`src/rtl/can_pkg.sv`:
```
// rtl/can_pkg.sv - shared CAN frame layout, fetch state encoding and frame struct
package can_pkg;

    // Tx/Rx FIFO word width and field positions within a word.
    // Bits [FRAME_W-1:FRAME_USED_W] are reserved and ignored.
    localparam int FRAME_W      = 128;
    localparam int DATA_LSB     = 0;
    localparam int DATA_W       = 64;
    localparam int DLC_LSB      = 64;
    localparam int DLC_W        = 4;
    localparam int RTR_BIT      = 68;
    localparam int IDE_BIT      = 69;
    localparam int ID_LSB       = 70;
    localparam int ID_W         = 29;
    localparam int STD_ID_W     = 11;
    localparam int FRAME_USED_W = ID_LSB + ID_W;

    typedef enum logic [2:0] {
        ST_IDLE,
        ST_POP,
        ST_WAIT,
        ST_CAPTURE,
        ST_PRESENT,
        ST_BUSY
    } tx_fetch_state_t;

    typedef struct packed {
        logic [ID_W-1:0]   id;
        logic              ide;
        logic              rtr;
        logic [DLC_W-1:0]  dlc;
        logic [3:0]        data_len;
        logic [DATA_W-1:0] data;
    } can_frame_t;

    // Payload byte count: remote frames carry none, DLC codes 9..15 mean 8.
    function automatic logic [3:0] data_len_f(input logic rtr, input logic [DLC_W-1:0] dlc);
        if (rtr) begin
            return 4'd0;
        end
        return (dlc > 4'd8) ? 4'd8 : dlc;
    endfunction

endpackage

```
`src/rtl/can_tx_frame_fetch_if.sv`:
```
// rtl/can_tx_frame_fetch_if.sv - fetch stage to serializer frame handshake
// master: fetch stage (drives frame fields + valid, receives ready/done/error)
// slave : serializer
interface can_tx_frame_fetch_if;
    import can_pkg::*;

    logic              o_frame_valid;
    logic              i_frame_ready;
    logic [ID_W-1:0]   o_id;
    logic              o_ide;
    logic              o_rtr;
    logic [DLC_W-1:0]  o_dlc;
    logic [3:0]        o_data_len;
    logic [DATA_W-1:0] o_data;
    logic              i_tx_done;
    logic              i_tx_error;

    modport master (
        output o_frame_valid, o_id, o_ide, o_rtr, o_dlc, o_data_len, o_data,
        input  i_frame_ready, i_tx_done, i_tx_error
    );

    modport slave (
        input  o_frame_valid, o_id, o_ide, o_rtr, o_dlc, o_data_len, o_data,
        output i_frame_ready, i_tx_done, i_tx_error
    );

endinterface

```
`src/rtl/can_frame_unpack.sv`:
```
// rtl/can_frame_unpack.sv - combinational FIFO word to sanitised CAN frame fields
// i_word  : used bits [98:0] of a Tx FIFO word
// o_frame : id (standard ids masked to 11 bits), ide, rtr, raw dlc,
//           data_len 0..8, data with bytes beyond data_len zeroed
module can_frame_unpack
    import can_pkg::*;
(
    input  logic [FRAME_USED_W-1:0] i_word,
    output can_frame_t              o_frame
);

    logic [ID_W-1:0]   raw_id;
    logic [DATA_W-1:0] raw_data;
    logic [3:0]        len;

    assign raw_id   = i_word[ID_LSB +: ID_W];
    assign raw_data = i_word[DATA_LSB +: DATA_W];
    assign len      = data_len_f(i_word[RTR_BIT], i_word[DLC_LSB +: DLC_W]);

    always_comb begin
        o_frame          = '0;
        o_frame.ide      = i_word[IDE_BIT];
        o_frame.rtr      = i_word[RTR_BIT];
        o_frame.dlc      = i_word[DLC_LSB +: DLC_W];
        o_frame.data_len = len;
        o_frame.id       = i_word[IDE_BIT] ? raw_id
                                           : {{(ID_W-STD_ID_W){1'b0}}, raw_id[STD_ID_W-1:0]};
        for (int b = 0; b < 8; b++) begin
            if (b < int'(len)) begin
                o_frame.data[b*8 +: 8] = raw_data[b*8 +: 8];
            end
        end
    end

endmodule

```
`src/rtl/can_tx_frame_fetch.sv`:
```
// rtl/can_tx_frame_fetch.sv - Tx FIFO pop, frame unpack and retrying hand-off to the serializer
// i_sys_clk, i_reset     : clock, synchronous active-high reset
// o_fifo_r_en            : one-cycle registered read strobe to the Tx FIFO
// i_fifo_r_data          : Tx FIFO registered read data
// i_fifo_empty           : Tx FIFO empty flag, sampled only in IDLE
// ser                    : frame fields + valid/ready + tx_done/tx_error
// o_tx_ack               : pulse, frame transmitted
// o_retry_exhausted      : pulse, frame dropped after MAX_RETRY failed attempts
// o_busy                 : high whenever the FSM is not in IDLE
module can_tx_frame_fetch #(
    parameter int FRAME_W   = can_pkg::FRAME_W,
    parameter int MAX_RETRY = 8
) (
    input  logic                  i_sys_clk,
    input  logic                  i_reset,
    output logic                  o_fifo_r_en,
    input  logic [FRAME_W-1:0]    i_fifo_r_data,
    input  logic                  i_fifo_empty,
    can_tx_frame_fetch_if.master  ser,
    output logic                  o_tx_ack,
    output logic                  o_retry_exhausted,
    output logic                  o_busy
);
    import can_pkg::*;

    localparam logic [3:0] MAX_RETRY_L = 4'(MAX_RETRY);

    tx_fetch_state_t state;
    can_frame_t      unpacked;
    can_frame_t      frame_q;
    logic [3:0]      retry_cnt;
    logic [3:0]      retry_nxt;
    logic            frame_valid_q;
    logic            unused_rsvd;

    assign unused_rsvd = ^i_fifo_r_data[FRAME_W-1:FRAME_USED_W];

    can_frame_unpack u_unpack (
        .i_word  (i_fifo_r_data[FRAME_USED_W-1:0]),
        .o_frame (unpacked)
    );

    assign retry_nxt = (retry_cnt == 4'hF) ? 4'hF : retry_cnt + 4'd1;

    always_ff @(posedge i_sys_clk) begin
        if (i_reset) begin
            state             <= ST_IDLE;
            frame_q           <= '0;
            retry_cnt         <= '0;
            frame_valid_q     <= 1'b0;
            o_fifo_r_en       <= 1'b0;
            o_tx_ack          <= 1'b0;
            o_retry_exhausted <= 1'b0;
            o_busy            <= 1'b0;
        end else begin
            o_fifo_r_en       <= 1'b0;
            o_tx_ack          <= 1'b0;
            o_retry_exhausted <= 1'b0;
            case (state)
                ST_IDLE: begin
                    if (!i_fifo_empty) begin
                        state       <= ST_POP;
                        o_fifo_r_en <= 1'b1;
                        o_busy      <= 1'b1;
                    end
                end
                ST_POP: state <= ST_WAIT;
                // FIFO read data becomes valid one cycle after the strobe.
                ST_WAIT: state <= ST_CAPTURE;
                ST_CAPTURE: begin
                    frame_q       <= unpacked;
                    retry_cnt     <= '0;
                    frame_valid_q <= 1'b1;
                    state         <= ST_PRESENT;
                end
                ST_PRESENT: begin
                    if (ser.i_frame_ready) begin
                        frame_valid_q <= 1'b0;
                        state         <= ST_BUSY;
                    end
                end
                ST_BUSY: begin
                    // done takes priority over a coincident error
                    if (ser.i_tx_done) begin
                        o_tx_ack <= 1'b1;
                        o_busy   <= 1'b0;
                        state    <= ST_IDLE;
                    end else if (ser.i_tx_error) begin
                        retry_cnt <= retry_nxt;
                        if (retry_nxt == MAX_RETRY_L) begin
                            o_retry_exhausted <= 1'b1;
                            o_busy            <= 1'b0;
                            state             <= ST_IDLE;
                        end else begin
                            frame_valid_q <= 1'b1;
                            state         <= ST_PRESENT;
                        end
                    end
                end
                default: begin
                    state         <= ST_IDLE;
                    frame_valid_q <= 1'b0;
                    o_busy        <= 1'b0;
                end
            endcase
        end
    end

    assign ser.o_frame_valid = frame_valid_q;
    assign ser.o_id          = frame_q.id;
    assign ser.o_ide         = frame_q.ide;
    assign ser.o_rtr         = frame_q.rtr;
    assign ser.o_dlc         = frame_q.dlc;
    assign ser.o_data_len    = frame_q.data_len;
    assign ser.o_data        = frame_q.data;

endmodule

```
`src/flat_wrapper.sv`:
```
// flat-port wrapper written by rule: the top's interface ports become plain ports
module can_tx_frame_fetch_flat import can_pkg::*;
#(
    parameter int FRAME_W   = can_pkg::FRAME_W,
    parameter int MAX_RETRY = 8
)
  (i_sys_clk, i_reset, o_fifo_r_en, i_fifo_r_data, i_fifo_empty, o_tx_ack, o_retry_exhausted, o_busy, ser_o_frame_valid, ser_o_id, ser_o_ide, ser_o_rtr, ser_o_dlc, ser_o_data_len, ser_o_data, ser_i_frame_ready, ser_i_tx_done, ser_i_tx_error);
  can_tx_frame_fetch_if ser_i ();
  input  logic i_sys_clk;
  input  logic i_reset;
  output logic o_fifo_r_en;
  input  logic [FRAME_W-1:0] i_fifo_r_data;
  input  logic i_fifo_empty;
  output logic o_tx_ack;
  output logic o_retry_exhausted;
  output logic o_busy;
  output wire logic [$bits(ser_i.o_frame_valid)-1:0] ser_o_frame_valid;
  output wire logic [$bits(ser_i.o_id)-1:0] ser_o_id;
  output wire logic [$bits(ser_i.o_ide)-1:0] ser_o_ide;
  output wire logic [$bits(ser_i.o_rtr)-1:0] ser_o_rtr;
  output wire logic [$bits(ser_i.o_dlc)-1:0] ser_o_dlc;
  output wire logic [$bits(ser_i.o_data_len)-1:0] ser_o_data_len;
  output wire logic [$bits(ser_i.o_data)-1:0] ser_o_data;
  input wire logic [$bits(ser_i.i_frame_ready)-1:0] ser_i_frame_ready;
  input wire logic [$bits(ser_i.i_tx_done)-1:0] ser_i_tx_done;
  input wire logic [$bits(ser_i.i_tx_error)-1:0] ser_i_tx_error;
  assign ser_o_frame_valid = ser_i.o_frame_valid;
  assign ser_o_id = ser_i.o_id;
  assign ser_o_ide = ser_i.o_ide;
  assign ser_o_rtr = ser_i.o_rtr;
  assign ser_o_dlc = ser_i.o_dlc;
  assign ser_o_data_len = ser_i.o_data_len;
  assign ser_o_data = ser_i.o_data;
  assign ser_i.i_frame_ready = ser_i_frame_ready;
  assign ser_i.i_tx_done = ser_i_tx_done;
  assign ser_i.i_tx_error = ser_i_tx_error;
  can_tx_frame_fetch #(.FRAME_W(FRAME_W), .MAX_RETRY(MAX_RETRY)) u_core (.i_sys_clk(i_sys_clk), .i_reset(i_reset), .o_fifo_r_en(o_fifo_r_en), .i_fifo_r_data(i_fifo_r_data), .i_fifo_empty(i_fifo_empty), .ser(ser_i), .o_tx_ack(o_tx_ack), .o_retry_exhausted(o_retry_exhausted), .o_busy(o_busy));
endmodule
```
`config.mk`:
```
export PLATFORM = sky130hd
export DESIGN_NAME = can_tx_frame_fetch_flat
export DESIGN_NICKNAME = d
export VERILOG_FILES = /design/src/rtl/can_pkg.sv /design/src/rtl/can_tx_frame_fetch_if.sv /design/src/rtl/can_frame_unpack.sv /design/src/rtl/can_tx_frame_fetch.sv /design/src/flat_wrapper.sv
export SDC_FILE = /design/constraint.sdc
export NUM_CORES = 1
export LEC_CHECK = 0
export CELL_PAD_IN_SITES_DETAIL_PLACEMENT = 1
export CELL_PAD_IN_SITES_GLOBAL_PLACEMENT = 1
export CORE_MARGIN = 5
export CORE_UTILIZATION = 29
export CTS_BUF_LIST = sky130_fd_sc_hd__clkbuf_4 sky130_fd_sc_hd__clkbuf_8
export CTS_CLUSTER_SIZE = 28
export DETAILED_ROUTE_END_ITERATION = 8
export GPL_ROUTABILITY_DRIVEN = 0
export PLACE_DENSITY = 0.91
export SYNTH_ARGS = -nofsm -noshare
export SYNTH_HDL_FRONTEND = slang
export SYNTH_SLANG_ARGS = --single-unit
export TNS_END_PERCENT = 30
```
`constraint.sdc`:
```
create_clock -name i_sys_clk -period 3.43 [get_ports i_sys_clk]
set_input_delay 0.343 -clock i_sys_clk [delete_from_list [all_inputs] [get_ports i_sys_clk]]
set_output_delay 0.343 -clock i_sys_clk [all_outputs]
set_load 0.02 [all_outputs]
```
### Yosys cells after proc, flatten, opt, wreduce, memory -nomap -nowiden

Cells that the tools add are included.

| storage, ports and cells | value |
|---|---|
| flip-flop bits (word level) | 115 |
| bits of input ports | 134 |

| cells by class | value |
|---|---|
| magnitude comparators | 9 |
| bitwise logic cells | 5 |
| equal/unequal tests | 14 |
| $add $sub $neg | 1 |
| reduce and logical (&&, ||, !) cells | 11 |
| muxes and demuxes | 36 |

Operators with widths:

| cell | number |
|---|---|
| $mux W8 | 8 |
| $mux W29 | 1 |
| $mux W4 | 6 |
| $pmux W3 S6 | 1 |
| $lt A3 B4 Y1 const A | 4 |
| $mux W3 | 5 |
| $mux W1 | 12 |
| $ne A2 B2 Y1 const B | 5 |
| $eq A4 B4 Y1 const B | 2 |
| $lt A1 B4 Y1 const A | 2 |
| $lt A2 B4 Y1 const A | 2 |
| $pmux W4 S2 | 1 |
| $reduce_or A4 Y1 | 2 |
| $eq A3 B2 Y1 const B | 2 |
| $eq A3 B3 Y1 const B | 2 |
| $reduce_and A3 Y1 | 2 |
| $not A1 Y1 | 5 |
| $reduce_and A5 Y1 | 1 |
| $add A4 B1 Y4 const B | 1 |
| $gt A4 B4 Y1 const B | 1 |
| $pmux W1 S4 | 1 |
| $reduce_and A4 Y1 | 1 |
| $reduce_or A2 Y1 | 2 |
| $eq A3 B1 Y1 const B | 1 |
| 6 further kinds | 6 |

### Longest topological paths before layout

Gate-level depths: netlist (run 1).

| logic depth | value |
|---|---|
| depth in word-level cells | 7 |
| depth in mapped cells | 6 |

### Hierarchy

From an unflattened synthesis (run 1), not the netlist that was laid out.

| second synthesis, totals | value |
|---|---|
| cells, all modules | 651 |
| area total of the unflattened synthesis | 5018.6 sq um |

Modules (own cells, without submodules):

| module | cells each | times used | area each (sq um) |
|---|---|---|---|
| can_tx_frame_fetch | 522 | 1 | 4147.7 |
| can_frame_unpack | 129 | 1 | 870.8 |

### Least setup slack after synthesis (run 1)

OpenSTA, ideal clock, no wires.

| timing | value |
|---|---|
| path kind | reg2reg |
| from | register u_core.retry_cnt[0] |
| to | register u_core.frame_valid_q (netlist: u_core.ser.o_frame_valid) |
| slack | 1.716 ns |
| data required time | 3.287 ns |
| stages on the path, launching flop included | 6 |
| clock period less this slack | 1.714 ns |
| data arrival time | 1.571 ns |
| path buffers | 0 |
| path through | dfxtp_1 ha_1 or3b_1 a21o_1 a2111oi_2 a2111oi_1 |

| between the ends | value |
|---|---|
| word-level cells in the longest chain between the ends | 5 |
| elaborated cells on any way between the ends | 6 |
| classes of those cells | add/sub: 1; eq/ne: 3; mux: 1; reduce/logical: 1 |

RTL lines:

| element | line | source |
|---|---|---|
| from (decl) | can_tx_frame_fetch.sv:31 | `logic [3:0] retry_cnt;` |
| from (signal assigned) | can_tx_frame_fetch.sv:89 | `retry_cnt <= retry_nxt;` |
| $add A4 B1 Y4 / $eq A4 B4 Y1 (equally long branches) | can_tx_frame_fetch.sv:43 | `assign retry_nxt = (retry_cnt == 4'hF) ? 4'hF : retry_cnt + 4'd1;` |
| $mux W4 (*) | can_tx_frame_fetch.sv:43 |  |
| $eq A4 B4 Y1 (*) | can_tx_frame_fetch.sv:90 | `if (retry_nxt == MAX_RETRY_L) begin` |
| $ne A2 B2 Y1 (no source line) (*) | -- |  |
| $reduce_and A5 Y1 (no source line) (*) | -- |  |
| to (signal assigned) | can_tx_frame_fetch.sv:50 | `frame_valid_q <= 1'b0;` |
| to (signal assigned) | can_tx_frame_fetch.sv:95 | `frame_valid_q <= 1'b1;` |
| to (signal assigned) | can_tx_frame_fetch.sv:102 | `frame_valid_q <= 1'b0;` |
| to (decl) | can_tx_frame_fetch.sv:33 | `logic frame_valid_q;` |

Every way passes the cells marked *; elsewhere a longest branch is shown, timed or not.
A chain may end at the register's enable or synchronous reset.

### Final worst setup path (run 1)

| timing | value |
|---|---|
| from | register u_core.state[0] |
| to | register u_core.frame_q (netlist bit u_core.ser.o_id[19]) |

| between the ends | value |
|---|---|
| word-level cells in the longest chain between the ends | 1 |

RTL lines:

| element | line | source |
|---|---|---|
| from (decl) | can_tx_frame_fetch.sv:28 | `tx_fetch_state_t state;` |
| from (signal assigned) | can_tx_frame_fetch.sv:47 | `state <= ST_IDLE;` |
| from (signal assigned) | can_tx_frame_fetch.sv:62 | `state <= ST_POP;` |
| from (signal assigned) | can_tx_frame_fetch.sv:67 | `ST_POP: state <= ST_WAIT;` |
| $eq A3 B2 Y1 | can_tx_frame_fetch.sv:59 | `case (state)` |
| to (signal assigned) | can_tx_frame_fetch.sv:71 | `frame_q <= unpacked;` |
| to (decl) | can_tx_frame_fetch.sv:30 | `can_frame_t frame_q;` |

No other way between the ends.

==> flow_summary_export.csv, run 1 <==
group,metric,value,unit
layout,insertedDiodeCount,0,
floorplan,start_util,29.6,%
floorplan,coreArea,14500,um^2
sta,worst_pin_slew,0.849,ns
yosys,synth_sequential_area_ratio,53.4,%
setup_path,timing.rr.end,"u_core.ser.o_id[19]",
yosys,yosysUniqueCellTypes,35,
clock_tree,clk_latency,0.43,ns
detailed_routing,first_iter_violations,210,
layout,total_number_of_nets_in_the_final_design,863,
layout,multiInputGateArea,1830,um^2
clock_tree,ctsHtreeMaxLevel,4,
status,status,"finished clean",
floorplan,die_h,132,um
clock_tree,ctsRootBufferMaster,"clkbuf_8",
yosys,yosys_most_used_dff,"dfxtp_1",
yosys,synth_nets,670,
pwr,power.switching,0.000753,W
pwr,switching_share,23.2,%
setup_path,reg2reg_slack,1.25,ns
yosys,ys_async_sr_fraction,0,%
clock_tree,tritoncts,"yes",
setup_path,path_delay_family,"simple AND/OR/NAND/NOR gates",
clock_tree,cts_repair_resize_count,0,
pwr,p_seq_share,42.7,%
yosys,synth_simple_gate_area_share,25.1,%
setup_path,critical_path.max_fanout,39,
clock_tree,cts_post_setup_buffers_inserted,0,
placed_design,port-buffer-count,212,
worst_hold_path,timing.hold.worst.class,"primary input to flip-flop",
sta,setup-tns-final,0,ns
worst_hold_path,timing.hold.worst_endpoint,"u_core.ser.o_data[25]",
setup_path,critPathSlowestCell,"dfxtp_1",
layout,register_area,2300,um^2
grt,grt_max_degree,105,
setup_path,critPathArrivalTime,2.53,ns
grt,grt_remaining_overflow,0,
yosys,synthesis.area,4310,um^2
grt,number_of_global_route_vias_before_repair,4741,
yosys,ys_warn_count,0,
clock_tree,cts.sinks,115,
sta,timing.fmax,0.459,GHz
yosys,post_synth_inst_count,535,
clock_tree,cts.hold.buffers_added,0,
pwr,internal-power,0.00250,W
worst_hold_path,hold_depth,2,
yosys,synth_enable_flop_cells,0,
pwr,share_clk_of_total_power,46.7,%
pwr,max-vdd-ir-drop,297,uV
yosys,synth_compound_area_share,16.8,%
setup_path,required,3.78,ns
placed_design,dp_hpwl,11000,um
yosys,synth_top_family_by_area,"simple AND/OR/NAND/NOR gates",
yosys,synthAdderAreaFrac,0.290,%
setup_path,r2r_start,"u_core.state[0]",
sta,setup_viol_count_final,0,
sta,finalHoldViolCount,0,
grt,grt_pass1_wl,25000,um
layout,final_layout_size_suffix_gt1_share,5.40,%
yosys,postSynthAreaPerCell,8.05,um^2
floorplan,fp-row-count,44,
setup_path,reg2reg_depth,5,
setup_path,crit_path_start_kind,"flip-flop",
pwr,power-per-cell-area,464,nW/um^2
layout,fillCellCount,1708,
pwr,leakage,2.34,nW
sta,finClkSkew,0.00937,ns
yosys,synthMuxAreaShare,0,%
detailed_routing,drtPass1Iterations,4,
layout,most-common-layout-cells,"clkdlybuf4s50_1 (211), nand2_1 (119), dfxtp_1 (115)",
flow_run,max_capacitance_violation_total,0,
clock_tree,clkTransAtPathRegs,0.07,ns
setup_path,critical_path.max_stage_delay,0.64,ns
clock_tree,cts_inserted_buffers,17,
detailed_routing,totalWireLength,15700,um
floorplan,io_pins,242,
yosys,synth_xor_area_share,0.203,%
pwr,total_power,0.00325,W
setup_path,worstPathCellList,"nand2_1 > nor2_4 > buf_4 > nand3_1 > a21oi_1",
worst_hold_path,min-delay-start,"i_reset",
grt,grtUsageTotal,17.7,%
detailed_routing,dr_total_vias,4583,
setup_path,setup.worst_path.end_class,"flip-flop",
detailed_routing,vias_per_std_cell,4.95,
sta,fin_crit_sh,63.6,%
sta,setup_repair_after_global_routing_missed_its_margin,"no",
sta,finalWorstPathRequiredPeriod,2.18,ns
layout,layout_commonest_cell,"clkdlybuf4s50_1",
detailed_routing,detail_route.wl_per_cell,16.9,um
floorplan,floorplan.die.width,132,um
floorplan,die-area,17400,um^2
sta,max_slew_margin,41.9,%
pwr,pwr-share-comb,10.6,%
setup_path,worst-setup-path-type,"flip-flop to flip-flop",
layout,final_core_util,48.2,%
yosys,synth-seq-cells,115,
layout,area_growth_synth_to_finish,62.7,%
clock_tree,cts-root-to-sink-buffers,2,
detailed_routing,count_of_nets_left_with_antenna_violations_after_detail_routing,0,
sta,final_max_slew_viol_count,0,
setup_path,crit_buf_inv,1,
detailed_routing,drc_errors,0,
grt,grt_antenna_before_repair,0,
-- layout make-up --
cell class	count	area share, %
well taps	184	3.28
inverters	2	0.107
flip-flops and latches	115	32.8
repair buffers	216	30.8
clock inverters	9	2.48
multi-input cells	376	26.1
clock buffers	23	4.34
-- per-layer routing --
layer  wire length, um  vias to the layer above  global-route usage, %  share of wire [%]
met5                 0                        -                      0                  0
met4               454                        0                   8.57                2.9
met3              1300                       31                   7.25                8.3
met2              7790                      157                   29.8                 50
met1              6110                     2172                   19.3                 39
li1                  -                     2223                      -                  -
-- cell usage after synthesis (3+ instances only) --
master	instances	area share, %
a21oi_1	105	12
a22oi_1	8	1.4
buf_1	8	0.70
buf_2	6	0.70
clkbuf_1	27	2.4
dfxtp_1	115	53
nand2_1	119	10
nand2b_1	3	0.44
nand3_1	80	9.3
nor2_1	24	2.1
nor2b_1	3	0.44
nor3_1	4	0.46
o21ai_0	4	0.46
-- flip-flops by register name (all words and copies together), names as in the netlist, 3 cells and up --
register / cells
u_core.ser.o_data_len: 4
u_core.ser.o_dlc: 4
u_core.state: 3
u_core.ser.o_data: 64
u_core.ser.o_id: 29
u_core.retry_cnt: 4
-- kinds of logic after synthesis --
family                     Yosys count
and+or+nand+nor                    244
AOI/OAI and AO/OA                  130
DFF                                115
buffers and inverters               44
xor gates and xnor gates             1
adders and majority gates            1
-- worst reg2reg max path, cell delays in order, from the launching register on --
cell and delay (ns):
dfxtp_1 0.64, nand2_1 0.17, nor2_4 0.46, buf_4 0.47, nand3_1 0.16, a21oi_1 0.21
-- how the worst max path moves through the flow --
stage | from | endpoint | slack (ns) | cells after the start
floorplan | u_core.retry_cnt[0] | u_core.ser.o_frame_valid | 1.72 | 5
global placement | i_fifo_r_data[65] | u_core.ser.o_data[48] | 1.28 | 5
detailed placement | i_fifo_r_data[68] | u_core.ser.o_data[62] | 1.22 | 4
CTS | u_core.state[0] | u_core.ser.o_id[19] | 1.20 | 5
global route | u_core.state[0] | u_core.ser.o_id[19] | 1.03 | 5
finish | u_core.state[0] | u_core.ser.o_id[19] | 1.25 | 5
-- stage by stage --
step / setup slack, ns / hold WS [ns] / cells / area [um^2]
floorplan: 1.72 / 0.415 / 535 / 4310
global placement: 1.28 / 0.437 / 893 / 6530
detailed placement: 1.22 / 0.444 / 893 / 6530
CTS: 1.20 / 0.401 / 925 / 7010
global route: 1.03 / 0.426 / 925 / 7010
finish: 1.25 / 0.425 / 925 / 7010
-- power by group through the flow --
stage | registers, W | clock network (W) | logic (W)
3_5_place_dp | 0.00142 | 0 | 0.000348
6_report | 0.00139 | 0.00152 | 0.000345
2_1_floorplan | 0.00143 | 0 | 0.000124
5_1_grt | 0.00139 | 0.00163 | 0.000372
3_3_place_gp | 0.00142 | 0 | 0.000343
4_1_cts | 0.00139 | 0.00157 | 0.000350
Power figures use the tool's default switching activity.
==> run 2, diff against run 1 <==
--- a/config.mk
+++ b/config.mk
@@ -8,12 +8,12 @@
 export CELL_PAD_IN_SITES_DETAIL_PLACEMENT = 1
 export CELL_PAD_IN_SITES_GLOBAL_PLACEMENT = 1
 export CORE_MARGIN = 5
-export CORE_UTILIZATION = 29
+export CORE_UTILIZATION = 24
 export CTS_BUF_LIST = sky130_fd_sc_hd__clkbuf_4 sky130_fd_sc_hd__clkbuf_8
 export CTS_CLUSTER_SIZE = 28
 export DETAILED_ROUTE_END_ITERATION = 8
 export GPL_ROUTABILITY_DRIVEN = 0
-export PLACE_DENSITY = 0.91
+export PLACE_DENSITY = 0.81
 export SYNTH_ARGS = -nofsm -noshare
 export SYNTH_HDL_FRONTEND = slang
 export SYNTH_SLANG_ARGS = --single-unit
==> constraint.sdc (replaced) <==
create_clock -name i_sys_clk -period 1.8 [get_ports i_sys_clk]
set_input_delay 0.18 -clock i_sys_clk [delete_from_list [all_inputs] [get_ports i_sys_clk]]
set_output_delay 0.18 -clock i_sys_clk [all_outputs]
set_load 0.02 [all_outputs]
==> run 2 against run 1 <==
  * Sequential power increased by 88%
  * Worst hold slack got worse by 0.34 ns
  * Flip-flop and latch count unchanged
  * Combinational power increased by 110%
  * Worst setup slack got worse by 1.1 ns
  * Highest routed layer unchanged
==> flow_summary_export.csv, run 2 (synthesis gave the netlist of run 1 again) <==
group,metric,value,unit
status,status,"finished clean",
floorplan,io_pins,242,
detailed_routing,drc_errors,0,
detailed_routing,first_iter_violations,142,
clock_tree,ctsRootBufferMaster,"clkbuf_8",
worst_hold_path,timing.hold.worst.class,"primary input to flip-flop",
clock_tree,ctsHtreeMaxLevel,4,
placed_design,port-buffer-count,212,
setup_path,path_delay_family,"compound AO/OA/AOI/OAI gates",
setup_path,crit_buf_inv,0,
floorplan,die-area,20700,um^2
sta,setup-tns-final,0,ns
detailed_routing,count_of_nets_left_with_antenna_violations_after_detail_routing,0,
setup_path,critical_path.max_fanout,2,
clock_tree,cts.hold.buffers_added,0,
layout,postLayoutCellArea,7240,um^2
placed_design,dp_hpwl,11400,um
grt,grt_remaining_overflow,0,
layout,multiInputGateArea,1830,um^2
sta,finalWorstPathRequiredPeriod,1.68,ns
setup_path,critPathSlowestCell,"or3b_1",
setup_path,reg2reg_depth,5,
layout,final_layout_size_suffix_gt1_share,8.85,%
grt,grtUsageTotal,15.1,%
pwr,max-vdd-ir-drop,388,uV
flow_run,max_capacitance_violation_total,0,
setup_path,worst-setup-path-type,"flip-flop to flip-flop",
floorplan,coreArea,17800,um^2
setup_path,worstPathCellList,"ha_1 > or3b_1 > a21o_1 > a2111oi_2 > a2111oi_1",
clock_tree,cts-root-to-sink-buffers,2,
floorplan,start_util,24.1,%
sta,setup_repair_after_global_routing_missed_its_margin,"no",
clock_tree,tritoncts,"yes",
clock_tree,cts_post_setup_buffers_inserted,0,
grt,grt_antenna_before_repair,0,
grt,number_of_global_route_vias_before_repair,4809,
setup_path,required,2.10,ns
detailed_routing,detail_route.wl_per_cell,16.1,um
detailed_routing,vias_per_std_cell,4.64,
placed_design,place_ws,-0.0543,ns
layout,most-common-layout-cells,"clkdlybuf4s50_1 (211), nand2_1 (119), dfxtp_1 (114)",
setup_path,r2r_start,"u_core.retry_cnt[0]",
sta,max_slew_margin,55.2,%
detailed_routing,dr_total_vias,4631,
pwr,leakage,2.46,nW
placed_design,placed_instance_area,6840,um^2
worst_hold_path,timing.hold.worst_endpoint,"u_core.state[2]",
sta,finClkSkew,0.00969,ns
detailed_routing,drtPass1Iterations,4,
pwr,power-per-cell-area,802,nW/um^2
layout,total_number_of_nets_in_the_final_design,890,
grt,grt_pass1_wl,24800,um
layout,largest_register_ffs,64,
floorplan,fp-row-count,49,
sta,finalHoldViolCount,0,
setup_path,critPathArrivalTime,1.98,ns
clock_tree,clkTransAtPathRegs,0.07,ns
sta,fin_crit_sh,93.4,%
layout,layout_commonest_cell,"clkdlybuf4s50_1",
sta,final_max_slew_viol_count,0,
sta,final_critical_path_setup_slack,0.119,ns
layout,register_area,2300,um^2
floorplan,floorplan.die.width,144,um
detailed_routing,totalWireLength,16100,um
clock_tree,cts.sinks,115,
layout,final_core_util,40.6,%
clock_tree,clk_latency,0.42,ns
sta,timing.fmax,0.595,GHz
worst_hold_path,hold_depth,2,
setup_path,crit_path_start_kind,"flip-flop",
floorplan,die_h,144,um
setup_path,setup.worst_path.end_class,"flip-flop",
sta,worst_pin_slew,0.672,ns
setup_path,reg2reg_slack,0.12,ns
setup_path,timing.rr.end,"u_core.ser.o_frame_valid",
layout,area_growth_synth_to_finish,68.1,%
clock_tree,cts_inserted_buffers,17,
setup_path,critical_path.max_stage_delay,0.38,ns
layout,fillCellCount,2149,
sta,setup_viol_count_final,0,
layout,insertedDiodeCount,0,
sta,whs,0.0878,ns
worst_hold_path,min-delay-start,"i_reset",
grt,grt_max_degree,58,
==> run 2: metrics by stage <==
step	total power, W	cells
6_report	0.00580	997
4_1_cts	0.00592	997
3_5_place_dp	0.00343	965
2_1_floorplan	0.00297	535
3_3_place_gp	0.00342	965
5_1_grt	0.00610	997
==> run 2: report_power, final <==
| group | leakage, nW | internal [W] | switching [W] |
|---|---|---|---|
| registers | 0.928 | 0.00259 | 0.0000304 |
| logic | 1.32 | 0.000388 | 0.000350 |
| clock network | 0.209 | 0.00136 | 0.00108 |
==> run 2: routing by layer <==
layer	GRT usage [%]	routed length, um
met4	4.51	243
met5	0	0
met3	6.61	1510
met2	25.6	7780
met1	17.3	6520
==> run 2: worst max-delay path by stage <==
| stage | startpoint | end | slack (ns) | depth (start not counted) |
|---|---|---|---|---|
| final | u_core.retry_cnt[0] | u_core.ser.o_frame_valid | 0.12 | 5 |
| after global routing | u_core.retry_cnt[0] | u_core.ser.o_frame_valid | 0.01 | 5 |
| after CTS | u_core.state[2] | u_core.o_retry_exhausted | 0.09 | 4 |
| after detailed placement | i_fifo_r_data[65] | u_core.ser.o_data[20] | -0.05 | 5 |
| after global placement | ser_i_tx_done | u_core.o_retry_exhausted | 0.04 | 5 |
| after floorplan | u_core.retry_cnt[0] | u_core.ser.o_frame_valid | 0.09 | 5 |
==> run 2: layout make-up <==
type	instances	area share [%]
clock inverter	10	1.47
sequential	115	31.8
inverter	2	0.104
clock buffer	22	4.01
tap	229	3.96
timing repair buffer	243	33.4
multi-input combinational	376	25.3
==> run 2: timing repair <==
| action | in CTS | in global routing |
|---|---|---|
| endpoints found under the setup margin | 0 | 1 |
| hold endpoints to repair | 0 | 0 |
| gates resized for setup | 0 | 2 |
